<file path="src/rtl/display_fill_pkg.sv">
// rtl/display_fill_pkg.sv - shared display command opcodes, header layout and fill FSM states
//
// Imported by display_fill and by any other display block that emits the
// window-setup header (CASET / RASET / RAMWR). Contents:
//   CMD_CASET, CMD_RASET, CMD_RAMWR : controller opcodes
//   HEAD_LEN                        : number of words in the window header
//   fill_state_t                    : IDLE / HEAD / PIX
//   head_word()                     : header word k for a given window
package display_fill_pkg;

   localparam logic [7:0] CMD_CASET = 8'h2A;
   localparam logic [7:0] CMD_RASET = 8'h2B;
   localparam logic [7:0] CMD_RAMWR = 8'h2C;
   localparam int         HEAD_LEN  = 11;

   typedef enum logic [1:0] {
      IDLE = 2'd0,
      HEAD = 2'd1,
      PIX  = 2'd2
   } fill_state_t;

   // Word layout is {dc, byte}: dc=0 for opcodes, dc=1 for parameters.
   function automatic logic [8:0] head_word(
      input logic [3:0]  idx,
      input logic [15:0] x0,
      input logic [15:0] x1,
      input logic [15:0] y0,
      input logic [15:0] y1
   );
      logic [8:0] w;
      w = 9'h000;
      case (idx)
         4'd0:    w = {1'b0, CMD_CASET};
         4'd1:    w = {1'b1, x0[15:8]};
         4'd2:    w = {1'b1, x0[7:0]};
         4'd3:    w = {1'b1, x1[15:8]};
         4'd4:    w = {1'b1, x1[7:0]};
         4'd5:    w = {1'b0, CMD_RASET};
         4'd6:    w = {1'b1, y0[15:8]};
         4'd7:    w = {1'b1, y0[7:0]};
         4'd8:    w = {1'b1, y1[15:8]};
         4'd9:    w = {1'b1, y1[7:0]};
         4'd10:   w = {1'b0, CMD_RAMWR};
         default: w = 9'h000;
      endcase
      return w;
   endfunction

endpackage

</file>
<file path="src/rtl/display_fill_if.sv">
// rtl/display_fill_if.sv - request and word-stream bundle for display_fill
//
// Signals:
//   start, x0, x1, y0, y1, color : fill request (requester -> filler)
//   get                          : consumer pops the presented word
//   out[8:0]                     : {dc, byte} word presented to the consumer
//   empty                        : no valid word on out
//   busy, done                   : fill status
// Modports:
//   slave  : the filler (display_fill)
//   master : the requester / consumer side
interface display_fill_if #(parameter int W = 8);

   logic         start;
   logic [W-1:0] x0;
   logic [W-1:0] x1;
   logic [W-1:0] y0;
   logic [W-1:0] y1;
   logic [15:0]  color;
   logic         get;
   logic [8:0]   out;
   logic         empty;
   logic         busy;
   logic         done;

   modport slave (
      input  start, x0, x1, y0, y1, color, get,
      output out, empty, busy, done
   );

   modport master (
      output start, x0, x1, y0, y1, color, get,
      input  out, empty, busy, done
   );

endinterface

</file>
<file path="src/rtl/display_window_walk.sv">
// rtl/display_window_walk.sv - column/row/byte-phase walker over an inclusive pixel window
//
// Ports:
//   clock, reset     : system clock, asynchronous active-high reset
//   i_load           : start a walk at (x0, y0), high-byte phase
//   i_pop            : the current pixel byte was consumed
//   i_x0..i_y1       : inclusive window corners (held stable during a walk)
//   o_phase          : 0 = high colour byte is due, 1 = low colour byte is due
//   o_last           : the low byte of the final pixel is due
module display_window_walk #(
   parameter int W = 8
) (
   input  logic         clock,
   input  logic         reset,
   input  logic         i_load,
   input  logic         i_pop,
   input  logic [W-1:0] i_x0,
   input  logic [W-1:0] i_x1,
   input  logic [W-1:0] i_y0,
   input  logic [W-1:0] i_y1,
   output logic         o_phase,
   output logic         o_last
);

   logic [W-1:0] r_col;
   logic [W-1:0] r_row;
   logic         r_phase;
   logic         w_col_end;
   logic         w_row_end;

   // Equality-only compares: a window edge at 2^W-1 never needs a wrap.
   assign w_col_end = (r_col == i_x1);
   assign w_row_end = (r_row == i_y1);

   always_ff @(posedge clock or posedge reset) begin
      if (reset) begin
         r_col   <= '0;
         r_row   <= '0;
         r_phase <= 1'b0;
      end else if (i_load) begin
         r_col   <= i_x0;
         r_row   <= i_y0;
         r_phase <= 1'b0;
      end else if (i_pop) begin
         if (!r_phase) begin
            r_phase <= 1'b1;
         end else begin
            r_phase <= 1'b0;
            if (w_col_end) begin
               r_col <= i_x0;
               // Row holds on the final pixel so y1 = 2^W-1 cannot overrun.
               if (!w_row_end) begin
                  r_row <= r_row + 1'b1;
               end
            end else begin
               r_col <= r_col + 1'b1;
            end
         end
      end
   end

   assign o_phase = r_phase;
   assign o_last  = r_phase & w_col_end & w_row_end;

endmodule

</file>
<file path="src/rtl/display_fill.sv">
// rtl/display_fill.sv - window fill word generator feeding an SPI display link
//
// Emits the CASET/RASET/RAMWR window header followed by one RGB565 colour
// per pixel of an inclusive window, as {dc, byte} words popped by a
// get/empty consumer.
// Ports:
//   clock      : system clock
//   reset      : asynchronous active-high reset
//   bus.slave  : start/x0/x1/y0/y1/color request, get/out/empty word stream,
//                busy and done status
module display_fill
   import display_fill_pkg::*;
#(
   parameter int W = 8
) (
   input  logic           clock,
   input  logic           reset,
   display_fill_if.slave  bus
);

   localparam logic [3:0] HEAD_LAST = 4'(HEAD_LEN - 1);

   fill_state_t  r_state;
   logic [3:0]   r_idx;
   logic [W-1:0] r_x0;
   logic [W-1:0] r_x1;
   logic [W-1:0] r_y0;
   logic [W-1:0] r_y1;
   logic [15:0]  r_color;
   logic [8:0]   r_out;
   logic         r_empty;
   logic         r_busy;
   logic         r_done;

   logic         w_pop;
   logic         w_accept;
   logic         w_walk_load;
   logic         w_walk_pop;
   logic         w_phase;
   logic         w_last;

   assign w_pop       = bus.get & ~r_empty;
   assign w_accept    = bus.start & (bus.x0 <= bus.x1) & (bus.y0 <= bus.y1);
   assign w_walk_load = (r_state == HEAD) & w_pop & (r_idx == HEAD_LAST);
   assign w_walk_pop  = (r_state == PIX) & w_pop;

   display_window_walk #(.W(W)) u_walk (
      .clock   (clock),
      .reset   (reset),
      .i_load  (w_walk_load),
      .i_pop   (w_walk_pop),
      .i_x0    (r_x0),
      .i_x1    (r_x1),
      .i_y0    (r_y0),
      .i_y1    (r_y1),
      .o_phase (w_phase),
      .o_last  (w_last)
   );

   // r_out always holds the word that is due next, so each pop loads the
   // following word and the stream sustains one word per cycle.
   always_ff @(posedge clock or posedge reset) begin
      if (reset) begin
         r_state <= IDLE;
         r_idx   <= 4'd0;
         r_x0    <= '0;
         r_x1    <= '0;
         r_y0    <= '0;
         r_y1    <= '0;
         r_color <= 16'h0000;
         r_out   <= 9'h000;
         r_empty <= 1'b1;
         r_busy  <= 1'b0;
         r_done  <= 1'b0;
      end else begin
         r_done <= 1'b0;
         case (r_state)
            IDLE: begin
               if (w_accept) begin
                  r_x0    <= bus.x0;
                  r_x1    <= bus.x1;
                  r_y0    <= bus.y0;
                  r_y1    <= bus.y1;
                  r_color <= bus.color;
                  r_idx   <= 4'd0;
                  r_out   <= {1'b0, CMD_CASET};
                  r_empty <= 1'b0;
                  r_busy  <= 1'b1;
                  r_state <= HEAD;
               end
            end
            HEAD: begin
               if (w_pop) begin
                  if (r_idx == HEAD_LAST) begin
                     r_out   <= {1'b1, r_color[15:8]};
                     r_state <= PIX;
                  end else begin
                     r_idx <= r_idx + 4'd1;
                     r_out <= head_word(r_idx + 4'd1, 16'(r_x0), 16'(r_x1),
                                        16'(r_y0), 16'(r_y1));
                  end
               end
            end
            PIX: begin
               if (w_pop) begin
                  if (!w_phase) begin
                     r_out <= {1'b1, r_color[7:0]};
                  end else if (w_last) begin
                     r_out   <= 9'h000;
                     r_empty <= 1'b1;
                     r_busy  <= 1'b0;
                     r_done  <= 1'b1;
                     r_state <= IDLE;
                  end else begin
                     r_out <= {1'b1, r_color[15:8]};
                  end
               end
            end
            default: begin
               r_state <= IDLE;
               r_out   <= 9'h000;
               r_empty <= 1'b1;
               r_busy  <= 1'b0;
            end
         endcase
      end
   end

   assign bus.out   = r_out;
   assign bus.empty = r_empty;
   assign bus.busy  = r_busy;
   assign bus.done  = r_done;

endmodule

</file>
<file path="src/flat_wrapper.sv">
// flat-port wrapper written by rule: the top's interface ports become plain ports
module display_fill_flat import display_fill_pkg::*;
#(
   parameter int W = 8
)
  (clock, reset, bus_start, bus_x0, bus_x1, bus_y0, bus_y1, bus_color, bus_get, bus_out, bus_empty, bus_busy, bus_done);
  display_fill_if #(.W(W)) bus_i ();
  input  logic clock;
  input  logic reset;
  input wire logic [$bits(bus_i.start)-1:0] bus_start;
  input wire logic [$bits(bus_i.x0)-1:0] bus_x0;
  input wire logic [$bits(bus_i.x1)-1:0] bus_x1;
  input wire logic [$bits(bus_i.y0)-1:0] bus_y0;
  input wire logic [$bits(bus_i.y1)-1:0] bus_y1;
  input wire logic [$bits(bus_i.color)-1:0] bus_color;
  input wire logic [$bits(bus_i.get)-1:0] bus_get;
  output wire logic [$bits(bus_i.out)-1:0] bus_out;
  output wire logic [$bits(bus_i.empty)-1:0] bus_empty;
  output wire logic [$bits(bus_i.busy)-1:0] bus_busy;
  output wire logic [$bits(bus_i.done)-1:0] bus_done;
  assign bus_i.start = bus_start;
  assign bus_i.x0 = bus_x0;
  assign bus_i.x1 = bus_x1;
  assign bus_i.y0 = bus_y0;
  assign bus_i.y1 = bus_y1;
  assign bus_i.color = bus_color;
  assign bus_i.get = bus_get;
  assign bus_out = bus_i.out;
  assign bus_empty = bus_i.empty;
  assign bus_busy = bus_i.busy;
  assign bus_done = bus_i.done;
  display_fill #(.W(W)) u_core (.clock(clock), .reset(reset), .bus(bus_i));
endmodule
</file>
<file path="config.mk">
export PLATFORM = sky130hd
export DESIGN_NAME = display_fill_flat
export DESIGN_NICKNAME = d
export VERILOG_FILES = /design/src/rtl/display_fill_pkg.sv /design/src/rtl/display_fill_if.sv /design/src/rtl/display_window_walk.sv /design/src/rtl/display_fill.sv /design/src/flat_wrapper.sv
export SDC_FILE = /design/constraint.sdc
export NUM_CORES = 1
export LEC_CHECK = 0
export ABC_CLOCK_PERIOD_IN_PS = 5900
export BUFFER_PORTS_ARGS = -buffer_cell sky130_fd_sc_hd__buf_4
export CAP_MARGIN = 5
export CORE_AREA = 2 2 93 95
export DETAILED_ROUTE_END_ITERATION = 10
export DIE_AREA = 0 0 95 97
export PLACE_DENSITY = 0.84
export SLEW_MARGIN = 20
export SYNTH_ARGS = -nofsm -noshare
export SYNTH_HDL_FRONTEND = slang
export SYNTH_SLANG_ARGS = --single-unit
</file>
<file path="constraint.sdc">
create_clock -name clock -period 5.9 [get_ports clock]
set_input_delay 1.18 -clock clock [delete_from_list [all_inputs] [get_ports clock]]
set_output_delay 1.18 -clock clock [all_outputs]
set_load 0.02 [all_outputs]
</file>
Word level (Yosys, flattened, before mapping)
Cells that the tools add are included.

Register bits after elaboration: 83. Latch bits: 0. Bits in writable memories: 0. ROM bits: 0. Input port bits: 52. Output and inout port bits: 12. Word-level logic and storage cells: 111. Memories kept: 0.

Add/sub/neg operators: 3. Multipliers: 0. Div/mod/pow operators: 0. Magnitude comparators: 2. Eq/ne operators: 23. Shifts and indexed selects: 0. Mux-type cells: 45. Bitwise gates (word level): 10. Reductions and logical operators: 14.

Operator list (count): 8-bit two-way mux (9); 9-bit one-hot mux with 8 select lines (1); 9-bit two-way mux (6); 9-bit one-hot mux with 3 select lines (1); 8-bit by 1-bit adder with 8-bit output, second input constant (2); 4-bit by 3-bit == test with 1-bit output, second input constant (4); 4-bit == test, second input constant (4); 8-bit == test (2); 8-bit less-or-equal comparator (2); 1-bit two-way mux (15); 2-bit two-way mux (6); 4-bit two-way mux (3); 2-bit inequality test, second input constant (5); 1-bit AND (8); 4-bit by 2-bit == test with 1-bit output, second input constant (2); 4-bit one-hot mux with 2 select lines (1); 4-bit AND reduction (2); 2-bit nonzero test (4); 2-bit by 1-bit inequality test with 1-bit output, second input constant (3); 1-bit one-hot mux with 3 select lines (2); 2-bit one-hot mux with 3 select lines (1); 6-bit AND reduction (1); 5-bit AND reduction (1); 4-bit by 1-bit adder with 4-bit output, second input constant (1); other kinds (9) (11).

Longest topological paths before layout
Word-level depth: 7. Depth in mapped cells: 11. Mapped depth without buffers: 9.

Hierarchy
A second synthesis with hierarchy kept.

Cells, all modules: 495. Area total of the unflattened synthesis: 5355.1 sq um.

By module, submodules not included: display_fill (times used 1, cells each 354, area each 4060.1 sq um, seq. area each 1652.8 sq um); display_window_walk (times used 1, cells each 141, area each 1295.0 sq um, seq. area each 425.4 sq um).

Worst setup path after synthesis
Ideal clock, no wire load.

Path type: input port to flip-flop. Start point: input bus_y1[1]. End point: register u_core.r_x0[0]. Library setup time: 0.125 ns. Data arrival time: 3.067 ns. Data required time: 5.775 ns. Slack: 2.708 ns. Cell stages on the path: 10. Path buffers: 2. Cell sequence: inv_1 > ha_1 > nor2b_1 > o211ai_1 > a21oi_1 > o32a_1 > nor4bb_1 > buf_2 > buf_2 > mux2_2.

Word-level cells in the longest chain between the ends: 3.

Ends and longest elaborated chain: start, declared (line flat_wrapper.sv:14) `input wire logic [$bits(bus_i.y1)-1:0] bus_y1;`; 8-bit less-or-equal comparator (line display_fill.sv:43) `assign w_accept = bus.start & (bus.x0 <= bus.x1) & (bus.y0 <= bus.y1);`; 1-bit AND (line display_fill.sv:43); 2-bit AND reduction (no source line); end signal, assigned (line display_fill.sv:80) `r_x0 <= bus.x0;`; end, declared (line display_fill.sv:25) `logic [W-1:0] r_x0;`.

No other way between the ends. A chain may end at the register's enable or synchronous reset.

Worst setup path after layout
Start point: input bus_x0[3]. End point: register u_core.r_idx[2].

Word-level cells in the longest chain between the ends: 5.

Ends and longest elaborated chain: start, declared (line flat_wrapper.sv:11) `input wire logic [$bits(bus_i.x0)-1:0] bus_x0;`; 8-bit less-or-equal comparator (line display_fill.sv:43); 1-bit AND (2 in a row) (line display_fill.sv:43); 2-bit by 1-bit inequality test with 1-bit output (no source line); 4-bit AND reduction (no source line); end signal, assigned (line display_fill.sv:98) `r_idx <= r_idx + 4'd1;`; end, declared (line display_fill.sv:24) `logic [3:0] r_idx;`.

No other way between the ends.

==> impl_metrics.xml <==
<?xml version="1.0" encoding="UTF-8"?>
<metrics>
  <group name="run_status">
    <metric name="outcome" unit="">finished clean</metric>
  </group>
  <group name="timing">
    <metric name="final_period_minus_worst_setup_slack" unit="ns">3.56</metric>
    <metric name="timing.final.max_slew_violations" unit="">0</metric>
    <metric name="max_freq" unit="MHz">281</metric>
    <metric name="finalHoldViolCount" unit="">0</metric>
    <metric name="fin_setup_tns" unit="ns">0</metric>
    <metric name="tightest_pin_transition" unit="ns">0.820</metric>
    <metric name="finClkSkew" unit="ns">0.0124</metric>
    <metric name="final.period_utilization" unit="%">60.4</metric>
    <metric name="relSlewSlack" unit="%">45.2</metric>
    <metric name="setup_viol" unit="">0</metric>
    <metric name="rsz0062_at_grt" unit="">false</metric>
  </group>
  <group name="power_and_ir_drop">
    <metric name="clock_power_share" unit="%">16.0</metric>
    <metric name="power_switching_share" unit="%">40.7</metric>
    <metric name="combPwrFrac" unit="%">42.4</metric>
    <metric name="pwr-share-seq" unit="%">41.5</metric>
    <metric name="p_int" unit="W">0.00152</metric>
    <metric name="irDropWorstVdd" unit="µV">208</metric>
    <metric name="switching_power" unit="W">0.00104</metric>
    <metric name="total_leakage_power" unit="nW">2.69</metric>
    <metric name="power-per-cell-area" unit="nW/µm²">442</metric>
  </group>
  <group name="synth">
    <metric name="avgSynthCellArea" unit="µm²">9.64</metric>
    <metric name="synth_nets" unit="">601</metric>
    <metric name="synth_sequential_area_ratio" unit="%">41.0</metric>
    <metric name="dominantRegCellSynth" unit="">sky130_fd_sc_hd__dfrtp_1</metric>
    <metric name="post_synthesis_async_set_or_reset_flop_share" unit="%">100</metric>
    <metric name="synth_edf_count" unit="">0</metric>
    <metric name="synth_area" unit="µm²">5070</metric>
    <metric name="synth.ff_latch_count" unit="">83</metric>
    <metric name="synth.yosys.warnings" unit="">0</metric>
    <metric name="synth_cells" unit="">526</metric>
    <metric name="post_synth_num_cell_types" unit="">61</metric>
  </group>
  <group name="drt">
    <metric name="drc" unit="">0</metric>
    <metric name="average_wire_length_per_cell_after_detail_routing" unit="µm">18.8</metric>
    <metric name="drt_iter0_markers" unit="">362</metric>
    <metric name="drtPass1Iterations" unit="">5</metric>
    <metric name="postRouteWirelength" unit="µm">12900</metric>
    <metric name="vias" unit="">4318</metric>
    <metric name="vias_per_cell" unit="">6.29</metric>
    <metric name="count_of_nets_left_with_antenna_violations_after_detail_routing" unit="">0</metric>
  </group>
  <group name="placed_design">
    <metric name="numPortBuffers" unit="">63</metric>
    <metric name="dpl.hpwl" unit="µm">9470</metric>
    <metric name="place_congestion" unit="">0.985</metric>
    <metric name="numPlacedInstances" unit="">672</metric>
  </group>
  <group name="setup_path">
    <metric name="critPathRequiredTime" unit="ns">6.14</metric>
    <metric name="regToRegStartpoint" unit="">u_core.r_idx[0]</metric>
    <metric name="critical_path_arrival" unit="ns">3.80</metric>
    <metric name="r2r_setup_slack" unit="ns">2.80</metric>
    <metric name="worstRegToRegCells" unit="">7</metric>
    <metric name="critPathKind" unit="">in -&gt; reg</metric>
    <metric name="worst_setup_path_start_kind" unit="">input port</metric>
    <metric name="r2r_end" unit="">u_core.bus.out[3]</metric>
    <metric name="cp_max_fo" unit="">53</metric>
    <metric name="critPathCaptureType" unit="">flop</metric>
  </group>
  <group name="layout">
    <metric name="fin_cells" unit="">687</metric>
    <metric name="finalNetCount" unit="">653</metric>
    <metric name="antenna_diodes" unit="">0</metric>
    <metric name="fraction_of_the_core_area_covered_by_cells_at_the_end_of_the_flow" unit="%">71.2</metric>
    <metric name="fraction_of_layout_cells_with_a_size_suffix_above_1" unit="%">26.6</metric>
    <metric name="area_growth_syn_to_layout" unit="%">14.2</metric>
  </group>
  <group name="cts">
    <metric name="worst_skew_pair.late_latency" unit="ns">0.35</metric>
    <metric name="cts_inserted_buffers" unit="">9</metric>
    <metric name="cts_setup_buffers" unit="">0</metric>
    <metric name="cts_hold_repair.buffers" unit="">0</metric>
    <metric name="clock_tree.buffer_depth" unit="">2</metric>
    <metric name="tritoncts_clock_tree" unit="">done</metric>
    <metric name="cts_htree_levels" unit="">3</metric>
    <metric name="tritoncts_num_sinks" unit="">83</metric>
    <metric name="clock_root_buffer" unit="">sky130_fd_sc_hd__clkbuf_8</metric>
    <metric name="clkSlewWorstSetupHoldPaths" unit="ns">0.08</metric>
    <metric name="cts_resized" unit="">0</metric>
  </group>
  <group name="die">
    <metric name="fp.dieW" unit="µm">95</metric>
    <metric name="die-height" unit="µm">97</metric>
    <metric name="fp-row-count" unit="">33</metric>
    <metric name="placeable_area" unit="µm²">8130</metric>
    <metric name="fp.dieArea" unit="µm²">9220</metric>
    <metric name="boundaryPins" unit="">64</metric>
    <metric name="start_util" unit="%">62.3</metric>
  </group>
  <group name="global_route">
    <metric name="grt-ovfl-total" unit="">0</metric>
    <metric name="antenna_found_initial" unit="">0</metric>
    <metric name="grt_pass1_wl" unit="µm">21600</metric>
    <metric name="grt_pass1_vias" unit="">4330</metric>
    <metric name="groute.usage.overall" unit="%">29.9</metric>
    <metric name="maximum_number_of_pins_on_one_net_before_global_route_repair" unit="">84</metric>
  </group>
  <group name="hold_path">
    <metric name="min-delay-path-class" unit="">reg -&gt; reg</metric>
    <metric name="min_to" unit="">u_core.bus.busy</metric>
    <metric name="timing.hold.worst_path_depth" unit="">2</metric>
    <metric name="hp-start" unit="">u_core.bus.busy</metric>
  </group>
  <group name="flow_run">
    <metric name="max_cap_viol_count" unit="">0</metric>
  </group>
</metrics>
-- per-stage QoR --
stage | setup WS [ns] | hold slack (ns) | instance area, µm² | power (W)
detailed placement | 1.99 | 0.480 | 5590 | 0.00213
finish | 2.34 | 0.494 | 5790 | 0.00256
CTS | 2.35 | 0.498 | 5780 | 0.00253
global placement | 2.03 | 0.475 | 5590 | 0.00208
global route | 2.12 | 0.532 | 5790 | 0.00271
floorplan | 2.58 | 0.481 | 5070 | 0.00177
-- how the worst max path moves through the flow --
stage | start | end | slack [ns] | cells past startpoint
2_1_floorplan | reset | u_core.bus.busy | 2.58 | 1
3_3_place_gp | bus_x0[3] | u_core.r_idx[2] | 2.03 | 9
3_5_place_dp | bus_x0[3] | u_core.r_idx[2] | 1.99 | 9
4_1_cts | bus_x0[3] | u_core.r_idx[2] | 2.35 | 9
5_1_grt | bus_x1[3] | u_core.r_idx[2] | 2.12 | 10
6_report | bus_x0[3] | u_core.r_idx[2] | 2.34 | 9
-- cells by family after synthesis --
logic type,after synthesis,synth area share (%)
xor+xnor,20,3.75
buf+inv,59,4.94
mux,55,12.1
simple gates,155,15.8
compound gates,131,16.7
fa+ha+maj,23,5.68
flops,83,41.0
-- cell usage in the layout, fill, tap and decap left out, types with 3 or more instances in the layout --
cell type                   synthesis  final
sky130_fd_sc_hd__o211ai_1           3      3
sky130_fd_sc_hd__and2_1             4      4
sky130_fd_sc_hd__or3_1              3      3
sky130_fd_sc_hd__buf_4              5     66
sky130_fd_sc_hd__mux2_2            52     52
sky130_fd_sc_hd__a21oi_1           37     37
sky130_fd_sc_hd__clkinv_2           0      4
sky130_fd_sc_hd__a221oi_1           3      3
sky130_fd_sc_hd__o22ai_1            9      9
sky130_fd_sc_hd__a31oi_1            7      7
sky130_fd_sc_hd__o2bb2ai_1          3      3
sky130_fd_sc_hd__ha_1              23     23
sky130_fd_sc_hd__a22oi_1            6      6
sky130_fd_sc_hd__nand2b_1           5      5
sky130_fd_sc_hd__and3_1             7      7
sky130_fd_sc_hd__xor2_1            17     17
sky130_fd_sc_hd__nor2_1            22     22
sky130_fd_sc_hd__o21ai_0           34     34
sky130_fd_sc_hd__a21o_1             4      4
sky130_fd_sc_hd__inv_1             33     32
sky130_fd_sc_hd__nor4_1             5      5
sky130_fd_sc_hd__nand4_1            4      4
sky130_fd_sc_hd__clkbuf_8           0     10
sky130_fd_sc_hd__mux2i_1            3      3
sky130_fd_sc_hd__or2_2              4      4
sky130_fd_sc_hd__nor2b_1            4      4
sky130_fd_sc_hd__nand3_1           36     36
sky130_fd_sc_hd__dfrtp_1           82     82
sky130_fd_sc_hd__nand2_1           42     42
sky130_fd_sc_hd__nor3_1             3      3
-- sequential cells by signal (all words and copies together) (netlist names) --
register / count
u_core.r_color: 16
u_core.u_walk.r_col: 8
u_core.u_walk.r_row: 8
u_core.r_x1: 8
u_core.u_walk.o_phase: 1
u_core.bus.out: 9
u_core.bus.empty: 1
u_core.r_state: 2
u_core.bus.busy: 1
u_core.r_x0: 8
u_core.r_y0: 8
u_core.r_y1: 8
u_core.r_idx: 4
u_core.bus.done: 1
-- layer usage --
layer | wire length (µm) | global-route usage (%) | vias to the layer above
li1 | - | - | 2003
met1 | 5610 | 41.4 | 2095
met5 | 0 | 0 | -
met4 | 329 | 10.8 | 0
met2 | 6120 | 47.1 | 184
met3 | 844 | 5.22 | 36
-- cells in the mapped netlist (5+ instances only) --
cell type,n,area (µm²)
sky130_fd_sc_hd__nand3_1,36,180
sky130_fd_sc_hd__clkbuf_1,13,48.8
sky130_fd_sc_hd__inv_1,33,124
sky130_fd_sc_hd__ha_1,23,288
sky130_fd_sc_hd__nor4_1,5,31.3
sky130_fd_sc_hd__and3_1,7,43.8
sky130_fd_sc_hd__a22oi_1,6,45.0
sky130_fd_sc_hd__mux2_2,52,586
sky130_fd_sc_hd__o22ai_1,9,56.3
sky130_fd_sc_hd__buf_2,8,40.0
sky130_fd_sc_hd__a21oi_1,37,185
sky130_fd_sc_hd__buf_4,5,37.5
sky130_fd_sc_hd__dfrtp_1,82,2050
sky130_fd_sc_hd__a31oi_1,7,43.8
sky130_fd_sc_hd__xor2_1,17,149
sky130_fd_sc_hd__nor2_1,22,82.6
sky130_fd_sc_hd__o21ai_0,34,170
sky130_fd_sc_hd__nand2b_1,5,31.3
sky130_fd_sc_hd__nand2_1,42,158
-- worst max-delay path, cell delays in order --
cell and delay, ns:
sky130_fd_sc_hd__buf_4 0.11, sky130_fd_sc_hd__ha_1 0.28, sky130_fd_sc_hd__nand2_1 0.07, sky130_fd_sc_hd__or2_2 0.32
sky130_fd_sc_hd__o31ai_1 0.37, sky130_fd_sc_hd__nor4bb_4 0.34, sky130_fd_sc_hd__buf_4 0.58, sky130_fd_sc_hd__inv_1 0.20
sky130_fd_sc_hd__a32o_1 0.31
-- cell type report --
cell class                      count  area, µm²
Clock inverter                      5       53.8
Multi-Input combinational cell    384       2760
Fill cell                         598       2350
Inverter                           33        125
Clock buffer                       10        138
Sequential cell                    83       2080
Timing Repair Buffer               67        507
Tap cell                          105        131
-- power groups by stage --
stage / clock (W) / sequential, W / combinational, W
detailed placement: 0 / 0.00106 / 0.00107
finish: 0.000410 / 0.00106 / 0.00108
global placement: 0 / 0.00105 / 0.00103
floorplan: 0 / 0.000982 / 0.000791
global route: 0.000442 / 0.00108 / 0.00118
CTS: 0.000412 / 0.00105 / 0.00107
Note: power is estimated with default switching activity, not from simulation.
